<file path="config.mk">
export PLATFORM = sky130hd
export DESIGN_NAME = frame_cmd_sequencer
export DESIGN_NICKNAME = d
export VERILOG_FILES = /design/src/rtl/frame_cmd_pkg.sv /design/src/rtl/inter_byte_timer.sv /design/src/rtl/frame_cmd_sequencer.sv
export SDC_FILE = /design/constraint.sdc
export NUM_CORES = 1
export LEC_CHECK = 0
export BUFFER_PORTS_ARGS = -buffer_cell sky130_fd_sc_hd__buf_2
export CORE_UTILIZATION = 40
export CTS_BUF_LIST = sky130_fd_sc_hd__clkbuf_8
export DETAILED_ROUTE_END_ITERATION = 12
export PLACE_DENSITY = 0.6
export SLEW_MARGIN = 20
export SYNTH_ARGS = -nofsm -noshare
export SYNTH_HDL_FRONTEND = slang
export SYNTH_HIERARCHICAL = 1
export SYNTH_SLANG_ARGS = --single-unit
</file>
<file path="constraint.sdc">
create_clock -name clk_in -period 4.41 [get_ports clk_in]
set_input_delay 0 -clock clk_in [delete_from_list [all_inputs] [get_ports clk_in]]
set_output_delay 0 -clock clk_in [all_outputs]
set_load 0.03 [all_outputs]
</file>
<file path="src/rtl/frame_cmd_pkg.sv">
// rtl/frame_cmd_pkg.sv - shared command bytes, sequencer states and row sizing for frame_cmd_sequencer
package frame_cmd_pkg;

    localparam logic [7:0] CMD_ROW    = 8'h4C;
    localparam logic [7:0] CMD_BRIGHT = 8'h62;
    localparam logic [7:0] CMD_RESET  = 8'h52;

    typedef enum logic [1:0] {
        IDLE     = 2'd0,
        ROW_ADDR = 2'd1,
        PIXELS   = 2'd2,
        BRIGHT   = 2'd3
    } state_t;

    localparam int DEFAULT_PIXELS_PER_ROW  = 64;
    localparam int DEFAULT_BYTES_PER_PIXEL = 2;
    localparam int ROW_BYTES = DEFAULT_PIXELS_PER_ROW * DEFAULT_BYTES_PER_PIXEL;

    function automatic int row_bytes(input int pixels_per_row, input int bytes_per_pixel);
        return pixels_per_row * bytes_per_pixel;
    endfunction

endpackage

</file>
<file path="src/rtl/inter_byte_timer.sv">
// rtl/inter_byte_timer.sv - inter-byte stall counter; built only when FRAME_CMD_TIMEOUT_EN is defined
module inter_byte_timer #(
    parameter int TICKS = 1000,
    parameter int WIDTH = 10
) (
    input  logic clk_in,
    input  logic reset_n,
    input  logic clear,
    input  logic enable,
    output logic expire
);

    logic [WIDTH-1:0] count;

    // A byte arriving in the expiry cycle wins, so clear masks expire.
    assign expire = enable && !clear && (count == WIDTH'(TICKS - 1));

    always_ff @(posedge clk_in or negedge reset_n) begin
        if (!reset_n) begin
            count <= '0;
        end else if (clear || !enable || expire) begin
            count <= '0;
        end else begin
            count <= count + 1'b1;
        end
    end

endmodule

</file>
<file path="src/rtl/frame_cmd_sequencer.sv">
// rtl/frame_cmd_sequencer.sv - UART byte stream to framebuffer write sequencer
// Optional inter-byte timeout abort enabled by defining FRAME_CMD_TIMEOUT_EN.
module frame_cmd_sequencer
    import frame_cmd_pkg::*;
#(
    parameter int PIXELS_PER_ROW      = 64,
    parameter int BYTES_PER_PIXEL     = 2,
    parameter int ROW_ADDR_WIDTH      = 5,
    parameter int TIMEOUT_TICKS       = 1000,
    parameter int TIMEOUT_TICKS_WIDTH = 10
) (
    input  logic                        clk_in,
    input  logic                        reset_n,
    input  logic [7:0]                  rx_data,
    input  logic                        rx_valid,
    output logic                        ram_write_enable,
    output logic [ROW_ADDR_WIDTH+6:0]   ram_address,
    output logic [7:0]                  ram_data,
    output logic                        row_done,
    output logic [ROW_ADDR_WIDTH-1:0]   row_done_index,
    output logic [7:0]                  brightness,
    output logic                        soft_reset_pulse,
    output logic                        cmd_busy,
    output logic                        cmd_error
);

    localparam int         ROW_BYTES_CFG = row_bytes(PIXELS_PER_ROW, BYTES_PER_PIXEL);
    localparam logic [6:0] LAST_BYTE     = 7'(ROW_BYTES_CFG - 1);

    state_t                    state;
    logic [ROW_ADDR_WIDTH-1:0] row;
    logic [6:0]                byte_cnt;
    logic                      timeout;
    logic                      row_ok;

    assign row_ok = ((rx_data >> ROW_ADDR_WIDTH) == 8'd0);

`ifdef FRAME_CMD_TIMEOUT_EN
    inter_byte_timer #(
        .TICKS (TIMEOUT_TICKS),
        .WIDTH (TIMEOUT_TICKS_WIDTH)
    ) u_timer (
        .clk_in  (clk_in),
        .reset_n (reset_n),
        .clear   (rx_valid),
        .enable  (cmd_busy),
        .expire  (timeout)
    );
`else
    logic [31:0] unused_timeout_cfg;
    assign unused_timeout_cfg = TIMEOUT_TICKS + TIMEOUT_TICKS_WIDTH;
    assign timeout = 1'b0;
`endif

    always_ff @(posedge clk_in or negedge reset_n) begin
        if (!reset_n) begin
            state            <= IDLE;
            row              <= '0;
            byte_cnt         <= '0;
            ram_write_enable <= 1'b0;
            ram_address      <= '0;
            ram_data         <= 8'h00;
            row_done         <= 1'b0;
            row_done_index   <= '0;
            brightness       <= 8'hFF;
            soft_reset_pulse <= 1'b0;
            cmd_busy         <= 1'b0;
            cmd_error        <= 1'b0;
        end else begin
            ram_write_enable <= 1'b0;
            row_done         <= 1'b0;
            soft_reset_pulse <= 1'b0;
            cmd_error        <= 1'b0;
            case (state)
                IDLE: begin
                    if (rx_valid) begin
                        case (rx_data)
                            CMD_ROW: begin
                                state    <= ROW_ADDR;
                                cmd_busy <= 1'b1;
                            end
                            CMD_BRIGHT: begin
                                state    <= BRIGHT;
                                cmd_busy <= 1'b1;
                            end
                            CMD_RESET: soft_reset_pulse <= 1'b1;
                            default: ;
                        endcase
                    end
                end
                ROW_ADDR: begin
                    if (rx_valid) begin
                        if (row_ok) begin
                            row      <= rx_data[ROW_ADDR_WIDTH-1:0];
                            byte_cnt <= '0;
                            state    <= PIXELS;
                        end else begin
                            cmd_error <= 1'b1;
                            state     <= IDLE;
                            cmd_busy  <= 1'b0;
                        end
                    end else if (timeout) begin
                        cmd_error <= 1'b1;
                        state     <= IDLE;
                        cmd_busy  <= 1'b0;
                    end
                end
                PIXELS: begin
                    // Payload bytes go straight to RAM; command codes are not decoded here.
                    if (rx_valid) begin
                        ram_write_enable <= 1'b1;
                        ram_address      <= {row, byte_cnt};
                        ram_data         <= rx_data;
                        byte_cnt         <= byte_cnt + 1'b1;
                        if (byte_cnt == LAST_BYTE) begin
                            row_done       <= 1'b1;
                            row_done_index <= row;
                            state          <= IDLE;
                            cmd_busy       <= 1'b0;
                        end
                    end else if (timeout) begin
                        cmd_error <= 1'b1;
                        state     <= IDLE;
                        cmd_busy  <= 1'b0;
                    end
                end
                BRIGHT: begin
                    if (rx_valid) begin
                        brightness <= rx_data;
                        state      <= IDLE;
                        cmd_busy   <= 1'b0;
                    end else if (timeout) begin
                        cmd_error <= 1'b1;
                        state     <= IDLE;
                        cmd_busy  <= 1'b0;
                    end
                end
                default: begin
                    state    <= IDLE;
                    cmd_busy <= 1'b0;
                end
            endcase
        end
    end

endmodule
</file>
# Word level (Yosys, flattened, before mapping)
# Cells that the tools add are included.
[totals] regBits=52 output_inout_bits=38
[op_classes] n_mux=31 n_addsub=1 reduce_logical=11 n_eq_ne=16
[op_table] cell="8-bit by 7-bit equality test with 1-bit output, second input constant" count=3
[op_table] cell="7-bit two-way mux" count=3
[op_table] cell="1-bit two-way mux" count=18
[op_table] cell="2-bit != test, second input constant" count=8
[op_table] cell="7-bit case mux with 2 select lines" count=1
[op_table] cell="2-bit two-way mux" count=6
[op_table] cell="8-bit zero test" count=1
[op_table] cell="2-bit case mux with 4 select lines" count=1
[op_table] cell="7-bit by 1-bit adder with 7-bit output, second input constant" count=1
[op_table] cell="7-bit equality test, second input constant" count=1
[op_table] cell="7-bit AND reduction" count=1
[op_table] cell="3-bit AND reduction" count=2
[op_table] cell="6-bit AND reduction" count=1
[op_table] cell="2-bit equality test, second input constant" count=2
[op_table] cell="1-bit case mux with 4 select lines" count=1
[op_table] cell="2-bit case mux with 2 select lines" count=1
[op_table] cell="2-bit AND reduction" count=2
[op_table] cell="4-bit AND reduction" count=1
[op_table] cell="3-bit by 1-bit != test with 1-bit output, second input constant" count=1
[op_table] cell="2-bit by 1-bit equality test with 1-bit output, second input constant" count=1
[op_table] cell="2-bit zero test" count=1
[op_table] cell="2-bit nonzero test" count=1
[op_table] cell="2-bit OR reduction" count=1

# Logic depth before layout (Yosys ltp)
[logic_depth] depth_word=5 depth_mapped=6

# Worst setup path before layout
# Ideal clock, no wire load.
[synth_timing] path_type="reg-to-reg" startpoint="reg byte_cnt[0]" endpoint="reg row_done_index[0]" path_slack_ps=2913 path_stages_with_launch=5 synth_period_minus_slack_ps=1497 required_time_ps=4285 arrival_ps=1372 path_cell_list="dfrtp_1 ha_1 nand3_1 nor3_2 mux2_2"
[synth_via] elab_chain_len=2
[synth_rtl] element="start, declared" line="frame_cmd_sequencer.sv:32" text="logic [6:0] byte_cnt;"
[synth_rtl] element="start signal, assigned" line="frame_cmd_sequencer.sv:114" text="byte_cnt <= byte_cnt + 1'b1;"
[synth_rtl] element="7-bit equality test" line="frame_cmd_sequencer.sv:115" text="if (byte_cnt == LAST_BYTE) begin"
[synth_rtl] element="3-bit AND reduction (no line)"
[synth_rtl] element="end signal, assigned" line="frame_cmd_sequencer.sv:117" text="row_done_index <= row;"
[synth_rtl] element="end, declared" line="frame_cmd_sequencer.sv:20" text="output logic [ROW_ADDR_WIDTH-1:0] row_done_index,"
# No other way between the ends.
# A chain may end at the register's enable or synchronous reset.

# Worst setup path in the final report
[layout_timing] startpoint="reg state[1]" endpoint="reg row_done_index[4]"
[layout_via] elab_chain_len=2
[layout_rtl] element="start, declared" line="frame_cmd_sequencer.sv:30" text="state_t state;"
[layout_rtl] element="start signal, assigned" line="frame_cmd_sequencer.sv:57" text="state <= IDLE;"
[layout_rtl] element="start signal, assigned" line="frame_cmd_sequencer.sv:79" text="state <= ROW_ADDR;"
[layout_rtl] element="start signal, assigned" line="frame_cmd_sequencer.sv:83" text="state <= BRIGHT;"
[layout_rtl] element="2-bit equality test" line="frame_cmd_sequencer.sv:74" text="case (state)"
[layout_rtl] element="3-bit AND reduction (no line)"
# No other way between the ends.

==> metrics.md <==
| Metric | Value |
|---|---|
| Top cells by area, synth | dfrtp_1, nand2_1, dfstp_2, mux2_2, o21ai_0 |
| Cell Rows | 26 |
| I/O pin count | 49 |
| CTS clk-pin slew, worst paths | 0.09 ns |
| Mean Syn Cell Area | 11.1 sq um |
| Total power draw | 0.00106 W |
| Routed Antenna Nets | 0 |
| Via/cell ratio | 4.81 |
| Final hold vios | 0 |
| Die Wd | 75.2 um |
| Initial DRC count | 85 |
| Placed wire-length estimate | 2980 um |
| Seq/Total Area, Yosys | 61.1% |
| Register Area | 1310 sq um |
| Post-Syn Nets | 206 |
| Die height | 75.2 um |
| Buffers & Inverters on Critical Path | 1 |
| Count of state elements after synthesis | 52 |
| Hold crit path type | primary input to asynchronous set/reset pin |
| Slew Limit Fails | 0 |
| Status | finished clean |
| CTS resizes | 0 |
| Yosys top cell area share | 51.3% |
| Overall routed net length | 4480 um |
| Post-DP Area | 2450 sq um |
| Initial antenna violation count | 0 |
| H-tree depth | 2 |
| Fin nets | 266 |
| Final setup vio count | 0 |
| Full die area | 5660 sq um |
| Port Buffers | 48 |
| Peak Freq | 0.531 GHz |
| Vias in the first global route | 1,529 |
| DRC viols | 0 |
| Slew Limit Headroom | 56.3% |
| Reg2Reg Depth | 4 |
| Fin Setup TNS | 0 ns |
| CTS tree | built |
| Routed WL per cell | 13.8 um |
| Global-route wire length before repair | 7470 um |
| Largest net degree at the start of global routing | 53 |
| Period minus WS final | 1.88 ns |
| Clock buffer depth | 2 |
| Worst-path fanout max | 31 |
| CTS sink count | 52 |
| Max Cap Viol | 0 |
| Part of the cycle the worst path needs | 42.7% |
| Placer Congestion | 0.746 |
| Core ar. | 5140 sq um |
| Crit path depth | 4 |
| Final Skew | 0.00963 ns |
| Commonest non-fill, non-tap cell in the layout | nand2_1 |
| Largest area contributor in the netlist | dfrtp_1 |
| Asr flop ratio synth | 100% |
| Non-Filler Instances | 325 |
| Final instance area | 2650 sq um |
| Crit path max-delay cell type | dfrtp_1 |
| Critical path's largest stage delay | 0.55 ns |
| Hold buffer count at CTS | 10 |
| Most frequent cells in the layout | nand2_1, buf_2, dfrtp_1 |
| Number of synthesized flops with an enable pin | 0 |
| Peak supply drop | 0.188 mV |
| Multi-input combinational cell area | 782 sq um |
| Ys flop type | dfrtp_1 |
| # fillers | 502 |
| Initial Util | 41.7% |
| CP Class | register to register |
| Worst setup SP type | register |
| Leak | 1.36 nW |
| Num CTS Buffers | 5 |
| Worst Tran Pin Value | 0.656 ns |
| CTS Root Cell | clkbuf_8 |
| Total gr overflow | 0 |
| DRT Pass-1 Iters | 5 |
| N_diodes | 0 |
| Crit-path cells | nand3b_1 > buf_4 > nor3_2 > mux2_2 |
| Synth cell types | 34 |
| Synthesized cell area | 2150 sq um |
| Mapped Cells | 194 |
| Via count | 1,563 |
| WP data arrival | 2.08 ns |
| Layout cells sized above 1 | 33.3% |
| Total Routing Usage GR | 17.8% |
| Worst-Skew Late Latency | 0.30 ns |
| Syn. warnings | 6 |
| Top delay family on crit path | simple AND/OR/NAND/NOR gates |
| Placed Cells | 307 |
| Post-CTS Repair Setup Buffers | 0 |
| Critical Path End Type | register |
| CP required | 4.61 ns |
| Synth-to-layout area growth | 23.3% |
| Cell area power density | 401 nW/um^2 |
| RSZ-0062 raised after global routing | no |
## logic make-up after synthesis
kind of cell    after synthesis  synth area share (%)
simple gates                 91                  20.5
flops                        52                  61.1
compound gates               20                  5.60
mux                          18                  9.39
buf+inv                      11                  2.45
xor+xnor                      1                 0.408
fa+ha+maj                     1                 0.583
## Yosys cell counts (3+ instances only)
cell type	number
nand3_1	4
inv_1	4
a21oi_1	4
buf_2	3
dfstp_2	8
nand2_1	65
mux2_2	17
nor3_1	3
clkbuf_1	3
dfrtp_1	44
o211ai_1	4
o21ai_0	8
## registers in the layout (all words and copies together), names as in the netlist
| register | cells |
|---|---|
| cmd_error | 1 |
| byte_cnt | 7 |
| ram_write_enable | 1 |
| soft_reset_pulse | 1 |
| cmd_busy | 1 |
| ram_data | 8 |
| state | 2 |
| ram_address | 12 |
| row_done | 1 |
| row_done_index | 5 |
| brightness | 8 |
| row | 5 |
## where the power goes
part | leakage, nW | switching [W] | internal (W)
registers | 0.660 | 0.0000444 | 0.000532
logic | 0.649 | 0.000136 | 0.0000690
clock network | 0.0486 | 0.000155 | 0.000126
total | 1.36 | 0.000335 | 0.000727
## cell type report
type	count	share of cell area (%)
Inverter	4	0.568
Clock buffer	6	3.12
Timing Repair Buffer	60	13.4
Multi-Input combinational cell	131	29.6
Tap cell	70	3.31
Sequential cell	52	49.6
Clock inverter	2	0.426
## worst register-to-register path: stages (launching register included)
cell	delay, ns
dfrtp_1	0.55
nand3b_1	0.12
buf_4	0.25
nor3_2	0.47
mux2_2	0.39
## routing by layer
layer / part of all wire (%) / global-route usage [%]
met2: 47 / 29.8
met3: 3.6 / 4.55
met4: 0.98 / 4.32
met1: 48 / 23.2
met5: 0 / 0
## path summary, 6_finish.rpt
check / endpoint / startpoint / slack [ns]
max in group asynchronous: byte_cnt[2] / reset_n / 3.64
min reg2reg: ram_address[4] / ram_address[4] / 0.48
max: row_done_index[4] / state[1] / 2.53
min in group clk_in: ram_address[4] / ram_address[4] / 0.48
max reg2reg: row_done_index[4] / state[1] / 2.53
min: soft_reset_pulse / reset_n / 0.34
## per-stage QoR
stage	util, %	hold slack (ns)	setup slack, ns
finish	51.5	0.345	2.53
global route	51.5	0.423	2.37
CTS	51.5	0.363	2.48
detailed placement	47.7	0.165	2.51
global placement	47.7	0.169	2.56
floorplan	-	-0.296	2.91
No activity file was read; power rests on OpenSTA's default activity.
